**src/rtl/fp_pkg.sv**
```systemverilog
// Shared single-precision field widths, FSM state and float layout
// for the sequential subtractor.
package fp_pkg;

  localparam int EXP_W    = 8;
  localparam int FRAC_W   = 23;
  localparam int SIG_W    = 25;
  localparam int EXP_BIAS = 127;

  typedef enum logic [2:0] {
    IDLE,
    ALIGN,
    ARITH,
    NORM,
    DONE
  } state_t;

  typedef struct packed {
    logic              sign;
    logic [EXP_W-1:0]  exp;
    logic [FRAC_W-1:0] frac;
  } fp32_t;

  function automatic logic [31:0] pack_fp(
    input logic              s,
    input logic [EXP_W-1:0]  e,
    input logic [FRAC_W-1:0] f
  );
    return {s, e, f};
  endfunction

  // Hidden one at bit 24, guard at bit 0; exp==0 flushes to zero.
  function automatic logic [SIG_W-1:0] unpack_sig(
    input fp32_t v
  );
    return (v.exp == '0) ? '0 : {1'b1, v.frac, 1'b0};
  endfunction

endpackage

```
**src/rtl/fp_lzc.sv**
```systemverilog
// 25-bit leading-zero counter; all-zero input yields 25.
// Used by the single-cycle normaliser.
module fp_lzc
  import fp_pkg::*;
(
  input  logic [SIG_W-1:0] v,
  output logic [4:0]       cnt
);

  always_comb begin
    cnt = 5'd25;
    for (int i = 0; i < SIG_W; i++) begin
      if (v[i]) cnt = 5'(SIG_W - 1 - i);
    end
  end

endmodule

```
**src/rtl/fsub_seq.sv**
```systemverilog
// Multi-cycle IEEE-754 single subtractor X = A - B, truncating.
// FSUB_FAST_NORM_EN selects a one-cycle LZC/barrel normaliser.
module fsub_seq
  import fp_pkg::*;
(
  input  logic        clk,
  input  logic        rst_n,
  input  logic        in_valid,
  output logic        in_ready,
  input  logic [31:0] A,
  input  logic [31:0] B,
  output logic        out_valid,
  input  logic        out_ready,
  output logic [31:0] X
);

  state_t state;

  fp32_t a_r;
  fp32_t b_r;
  fp32_t fb;
  fp32_t lead;
  fp32_t sml;

  logic             a_big;
  logic [EXP_W-1:0] d;
  logic [SIG_W-1:0] sig_l;
  logic [SIG_W-1:0] sig_s;
  logic [SIG_W-1:0] sh_s;

  logic             sign_r;
  logic             sub_r;
  logic [EXP_W-1:0] exp_r;
  logic [SIG_W-1:0] sl_r;
  logic [SIG_W-1:0] ss_r;
  logic [SIG_W:0]   sig_r;
  logic [EXP_W:0]   exp_inc;

  assign fb    = {~b_r.sign, b_r.exp, b_r.frac};
  assign a_big = a_r[30:0] >= b_r[30:0];
  assign lead  = a_big ? a_r : fb;
  assign sml   = a_big ? fb : a_r;
  assign d     = lead.exp - sml.exp;
  assign sig_l = unpack_sig(lead);
  assign sig_s = unpack_sig(sml);
  assign sh_s  = (d >= 8'd25) ? '0 : (sig_s >> d);

  assign exp_inc = {1'b0, exp_r} + 9'd1;

`ifdef FSUB_FAST_NORM_EN
  logic [4:0]        lz;
  logic [EXP_W-1:0]  exp_n;
  logic [FRAC_W-1:0] frac_n;

  fp_lzc u_lzc (
    .v   (sig_r[SIG_W-1:0]),
    .cnt (lz)
  );

  assign exp_n  = exp_r - {3'b0, lz};
  assign frac_n = FRAC_W'((sig_r[SIG_W-1:0] << lz) >> 1);
`endif

  always_ff @(posedge clk or negedge rst_n) begin
    if (!rst_n) begin
      state     <= IDLE;
      in_ready  <= 1'b1;
      out_valid <= 1'b0;
      X         <= '0;
      a_r       <= '0;
      b_r       <= '0;
      sign_r    <= 1'b0;
      sub_r     <= 1'b0;
      exp_r     <= '0;
      sl_r      <= '0;
      ss_r      <= '0;
      sig_r     <= '0;
    end else begin
      unique case (state)
        IDLE: begin
          if (in_valid) begin
            a_r      <= A;
            b_r      <= B;
            in_ready <= 1'b0;
            state    <= ALIGN;
          end
        end
        ALIGN: begin
          sign_r <= lead.sign;
          sub_r  <= lead.sign ^ sml.sign;
          exp_r  <= lead.exp;
          sl_r   <= sig_l;
          ss_r   <= sh_s;
          state  <= ARITH;
        end
        ARITH: begin
          if (sub_r) sig_r <= {1'b0, sl_r - ss_r};
          else       sig_r <= {1'b0, sl_r} + {1'b0, ss_r};
          state <= NORM;
        end
        NORM: begin
          if (sig_r[SIG_W]) begin
            if (exp_inc >= 9'd255)
              X <= pack_fp(sign_r, '1, '0);
            else
              X <= pack_fp(sign_r, exp_inc[EXP_W-1:0],
                           sig_r[SIG_W-1:2]);
            out_valid <= 1'b1;
            state     <= DONE;
          end else if (sig_r[SIG_W-1:0] == '0) begin
            X         <= '0;
            out_valid <= 1'b1;
            state     <= DONE;
`ifdef FSUB_FAST_NORM_EN
          end else if ({3'b0, lz} >= exp_r) begin
            X         <= '0;
            out_valid <= 1'b1;
            state     <= DONE;
          end else begin
            X         <= pack_fp(sign_r, exp_n, frac_n);
            out_valid <= 1'b1;
            state     <= DONE;
          end
`else
          end else if (sig_r[SIG_W-1]) begin
            X         <= pack_fp(sign_r, exp_r, sig_r[23:1]);
            out_valid <= 1'b1;
            state     <= DONE;
          end else if (exp_r <= 8'd1) begin
            X         <= '0;
            out_valid <= 1'b1;
            state     <= DONE;
          end else begin
            // finish in the same cycle as the shift that normalises
            sig_r <= {1'b0, sig_r[SIG_W-2:0], 1'b0};
            exp_r <= exp_r - 8'd1;
            if (sig_r[SIG_W-2]) begin
              X <= pack_fp(sign_r, exp_r - 8'd1,
                           sig_r[FRAC_W-1:0]);
              out_valid <= 1'b1;
              state     <= DONE;
            end
          end
`endif
        end
        DONE: begin
          if (out_ready) begin
            out_valid <= 1'b0;
            in_ready  <= 1'b1;
            state     <= IDLE;
          end
        end
        default: begin
          out_valid <= 1'b0;
          in_ready  <= 1'b1;
          state     <= IDLE;
        end
      endcase
    end
  end

endmodule
```
**config.mk**
```make
export PLATFORM = sky130hd
export DESIGN_NAME = fsub_seq
export DESIGN_NICKNAME = d
export VERILOG_FILES = /design/src/rtl/fp_pkg.sv /design/src/rtl/fp_lzc.sv /design/src/rtl/fsub_seq.sv
export SDC_FILE = /design/constraint.sdc
export NUM_CORES = 1
export LEC_CHECK = 0
export BUFFER_PORTS_ARGS = -buffer_cell sky130_fd_sc_hd__buf_2
export CAP_MARGIN = 20
export CORE_MARGIN = 1.5
export CORE_UTILIZATION = 45
export DETAILED_ROUTE_END_ITERATION = 8
export GPL_TIMING_DRIVEN = 0
export SYNTH_ARGS = -nofsm -noshare
export SYNTH_HDL_FRONTEND = slang
export SYNTH_SLANG_ARGS = --single-unit
```
**constraint.sdc**
```tcl
create_clock -name clk -period 7 [get_ports clk]
set_clock_uncertainty 0.2 [all_clocks]
set_input_delay 0 -clock clk [delete_from_list [all_inputs] [get_ports clk]]
set_output_delay 0 -clock clk [all_outputs]
set_load 0.005 [all_outputs]
```
=== Word level (Yosys, flattened, before mapping) ===
Cells that the tools add are included.

* Flip-flop bits (word level): 187
* Output and inout port bits: 34
* Word-level logic and storage cells: 100
* Bits of input ports: 68

* Eq/ne operators: 11
* Bitwise logic cells: 4
* Mux-type cells: 40
* Order comparisons: 4
* Add/subtract/negate cells: 5
* Reductions and logical operators: 17
* Shift-type cells: 1

{| class="wikitable"
|+ Operator list
! operator !! count
|-
| $mux W32 || 7
|-
| $mux W25 || 6
|-
| $mux W26 || 2
|-
| $pmux W26 S2 || 1
|-
| $mux W8 || 4
|-
| $ge A31 B31 Y1 || 1
|-
| $mux W31 || 1
|-
| $add A25 B25 Y26 || 1
|-
| $logic_not A25 Y1 || 1
|-
| $shr A25 B8 Y25 || 1
|-
| $sub A25 B25 Y25 || 1
|-
| $mux W3 || 7
|-
| $logic_not A8 Y1 || 2
|-
| $pmux W8 S2 || 1
|-
| $pmux W3 S5 || 1
|-
| $ne A2 B2 Y1 const B || 6
|-
| $reduce_and A3 Y1 || 4
|-
| $reduce_and A5 Y1 || 2
|-
| $add A8 B1 Y9 const B || 1
|-
| $ge A9 B8 Y1 const B || 1
|-
| $ge A8 B5 Y1 const B || 1
|-
| $le A8 B1 Y1 const B || 1
|-
| $mux W1 || 8
|-
| $sub A8 B1 Y8 const B || 1
|-
| 13 further kinds || 20
|}

=== Longest topological paths before layout ===
* Depth in word-level cells: 6
* Gate-level depth with buffers: 25

=== Worst setup path before layout ===
Ideal clock, no wire load.

* Kind: reg2reg
* Start: reg b_r[27] in the netlist's numbering
* End: reg ss_r[0]
* Arrival: 4.920 ns
* Cell stages (with the launch flop): 24
* Path buffers: 9
* Setup time: 0.137 ns
* Required time: 6.663 ns
* Setup slack: 1.742 ns
* Cells stage by stage: dfrtp_1 -> inv_1 -> ha_1 -> buf_6 -> nand4_2 -> nor4_2 -> nand4_1 -> o22a_1 -> buf_6 -> nand2_4 -> buf_6 -> buf_4 -> clkbuf_1 -> buf_1 -> a21oi_1 -> ha_1 -> clkbuf_1 -> clkbuf_1 -> clkbuf_1 -> mux4_2 -> mux2i_1 -> nor2_1 -> nor3_1 -> o31ai_1

* Word-level cells in the longest chain between the ends: 6

{| class="wikitable"
|+ RTL lines
! what !! RTL line !! text
|-
| start, declared || fsub_seq.sv:20 || <nowiki>fp32_t b_r;</nowiki>
|-
| start signal, assigned || fsub_seq.sv:71 || <nowiki>b_r <= '0;</nowiki>
|-
| start signal, assigned || fsub_seq.sv:83 || <nowiki>b_r <= B;</nowiki>
|-
| branches (longest 5 deep; another with $ge A31 B31 Y1) || -- ||
|-
| $mux W25 * || fsub_seq.sv:46 || <nowiki>assign sh_s = (d >= 8'd25) ? '0 : (sig_s >> d);</nowiki>
|-
| end signal, assigned || fsub_seq.sv:93 || <nowiki>ss_r <= sh_s;</nowiki>
|-
| end, declared || fsub_seq.sv:35 || <nowiki>logic [SIG_W-1:0] ss_r;</nowiki>
|}

Mark *: on every way between the ends.
A chain may end at the register's enable or synchronous reset.

=== Worst setup path in the final report ===
* Start: reg b_r[27] in the netlist's numbering
* End: reg ss_r[8]

Same word-level chain as after synthesis.

==> run_results.csv <==
group,metric,value,unit
floorplanning,io_pins,102,
clock_tree,clkSlewWorstSetupHoldPaths,0.07,ns
floorplanning,die-area,31710,sq um
floorplanning,rows,63,
timing,worst_pin_slew,0.9795,ns
critical_path,endpoint_kind,"flop",
finish,final_net_count,1996,
clock_tree,cts_buffers,17,
critical_path,rrSetupSlack,0.28,ns
finish,drive_gt1_frac,0.1396,
clock_tree,cts_tree,"built",
critical_path,crit_type,"reg -> reg",
critical_path,crit_path_cell_trace,"inv_1 > ha_1 > buf_6 > nand4_2 > nor4_2 > nand4_1 > o22a_1 > buf_6 > nand2_4 > buf_6 > buf_4 > buf_1 > a21oi_1 > ha_1 > clkbuf_1 > clkbuf_1 > clkbuf_1 > mux4_2 > mux2i_1 > nor2_1 > o21ai_0 > o21ai_2",
timing,max_slew_margin,0.3453,
global_routing,antenna_found_initial,0,
critical_path,arrival,6.85,ns
synth,ys_types,90,
finish,fill_cells,2888,
route,drcViolationCount,0,
synth,yosysSeqAreaShare,0.3375,
global_routing,grt_overflow_total,0,
critical_path,slowest_delay,0.59,ns
critical_path,crit_start,"b_r[27]",
critical_path,r2r_start,"b_r[27]",
finish,area_delta_synth_final,16.86,%
route,ant_nets,0,
route,viasPerCell,5.684,
floorplanning,core,29870,sq um
synth,synth_mux_area_frac,0.09152,
timing,fin_crit,6.723,ns
global_routing,grt_use_total,0.2704,
floorplanning,die_x,178.1,um
route,first_pass_iters,5,
synth,ys_ff_latch,186,
hold_path,hold_path_class,"in -> reg",
timing,period_share,0.9604,
critical_path,crit_path_start_kind,"flop",
synth,avgSynthCellArea,8.340,sq um
synth,synth-edff-count,0,
finish,fin_util,0.5396,
synth,synth_top_family_by_area,"compound AO/OA/AOI/OAI gates",
route,wirelength,41.17,mm
synth,synth_compound_area_frac,0.2432,
route,vias,12760,
synth,synth.cell_area,13790,sq um
synth,synth-xor-area-share,0.02023,
route,drt_iter0_drc,727,
finish,n_antenna_cell,0,
clock_tree,cts-resized-gates,0,
synth,synth_fp_nets,1807,
critical_path,crit_end,"ss_r[8]",
synth,synthSimpleGateAreaFrac,0.1661,
route,wl_per_cell,18.34,um
timing,drv_slew,0,
clock_tree,htree_levels,4,
synth,yosys_warnings,0,
critical_path,crit_fanout,19,
clock_tree,cts_sinks,186,
floorplanning,die_y,178.1,um
synth,async_flop_share,1.000,
synth,synthAdderAreaFrac,0.07819,
critical_path,required,7.13,ns
timing,rsz0062_at_grt,"no",
global_routing,grt_pass1_wl,66.54,mm
job,maxCapViolations,0,
global_routing,grt_max_degree,102,
placement,hpwl,31.91,mm
status,status,"finished clean",
critical_path,r2r_end,"ss_r[8]",
critical_path,crit_slowest_cell,"nor4_2",
clock_tree,cts_root_buffer,"clkbuf_16",
floorplanning,start_util,0.4617,
placement,finalWeightedCongestion,0.9204,
synth,synth_ff_type,"dfrtp_1",
placement,port_buffers,101,
critical_path,reg2reg_depth,22,
clock_tree,clock_path_buffers,2,
timing,setup_viol,0,
clock_tree,clock_latency,0.46,ns
synth,postSynthCellCount,1654,
global_routing,grt_pass1_vias,12280,
timing,fmax,0.1487,GHz
timing,final-hold-violation-count,0,
[cells by family (layout without fill, tap and decap cells)]
| family | after synthesis | after routing |
|---|---|---|
| adders and majority gates | 85 | 85 |
| muxes | 94 | 94 |
| DFF | 186 | 186 |
| buffers and inverters | 211 | 412 |
| and+or+nand+nor | 509 | 509 |
| xor gates and xnor gates | 31 | 31 |
| AOI/OAI and AO/OA | 538 | 538 |
[per-stage QoR]
stage	TNS (ns)	instance area, sq um	hold WS [ns]	cells	worst slack [ns]
6_report	0	16120	0.07964	2245	0.2772
5_1_grt	0	16120	0.08605	2245	0.02000
4_1_cts	0	16120	0.06067	2245	0.3122
3_5_place_dp	-0.09965	14830	-0.1411	2146	-0.09965
3_3_place_gp	-0.09358	14790	0.002190	2145	-0.09358
2_1_floorplan	0	13790	-0.4956	1654	1.742
[worst min-delay path by stage]
stage / startpoint / endpoint / depth (start not counted)
floorplan: rst_n / X[0] / 0
global placement: B[25] / b_r[25] / 3
detailed placement: rst_n / X[28] / 1
CTS: B[4] / b_r[4] / 4
global route: B[17] / b_r[17] / 4
finish: B[5] / b_r[5] / 4
[registers in the layout, summed over array words and instances, names as in the netlist, 3 cells and up]
signal	flops
X	32
a_r	32
b_r	32
sig_r	26
ss_r	25
sl_r	24
exp_r	8
state	3
[critical path: cells and delay by family, from the launching register on]
family,cells,cell delay [ns]
AOI/OAI and AO/OA,4,0.86
adders and majority gates,2,0.58
buffers and inverters,9,2.55
DFF,1,0.46
muxes,2,0.70
and+or+nand+nor,5,1.21
[Yosys cell counts, types with 27 or more instances]
library cell	number	area share
dfrtp_1	185	0.34
inv_1	99	0.027
nand2_1	258	0.070
mux2i_1	32	0.023
a22oi_1	48	0.026
ha_1	83	0.075
mux2_2	38	0.031
nand3_1	27	0.0098
a21oi_1	143	0.052
nor2_1	101	0.027
clkbuf_1	83	0.023
o21ai_0	199	0.072
[area by class of cell]
class                           count  area, sq um  share of cell area
Inverter                          100        375.4             0.02328
Buffer                            110        494.2             0.03066
Tap cell                          390        488.0             0.03027
Clock inverter                     12        141.4            0.008771
Sequential cell                   186         4656              0.2888
Timing Repair Buffer              171         1251             0.07762
Multi-Input combinational cell   1257         8272              0.5131
Clock buffer                       19        442.9             0.02748
[layer usage]
layer | wire length (um) | vias to the layer above | global-route usage
met4 | 1291 | 0 | 0.1019
met5 | 0 | - | 0
met3 | 1464 | 63 | 0.03303
met1 | 18810 | 6085 | 0.3520
met2 | 19610 | 306 | 0.4585
li1 | - | 6306 | -
[cell usage in the layout (no fill, tap or decap), drive strengths merged, types with 7 or more instances in the layout]
cell type and instances:
a211oi 16, a21o 9, a21oi 144, a22oi 49
a31oi 10, and3 12, buf 131, clkbuf 101
dfrtp 185, dlygate4sd3 68, ha 83, inv 104
mux2 41, mux2i 32, mux4 21, nand2 259
nand2b 11, nand3 27, nand4 10, nor2 101
nor2b 13, nor3 24, nor4 16, o211ai 9
o21a 7, o21ai 208, o21bai 7, o31ai 24
xnor2 24, xor2 7
[repair_timing]
item,4_1_cts,5_1_grt
endpoints found under the hold margin,254,0
endpoints found under the setup margin,2,0
buffers inserted,0,0
hold buffers,69,0
Power is left out: the tool's default activity adds up to more than one toggle a clock period on the data nets, which glitch-free logic cannot reach.
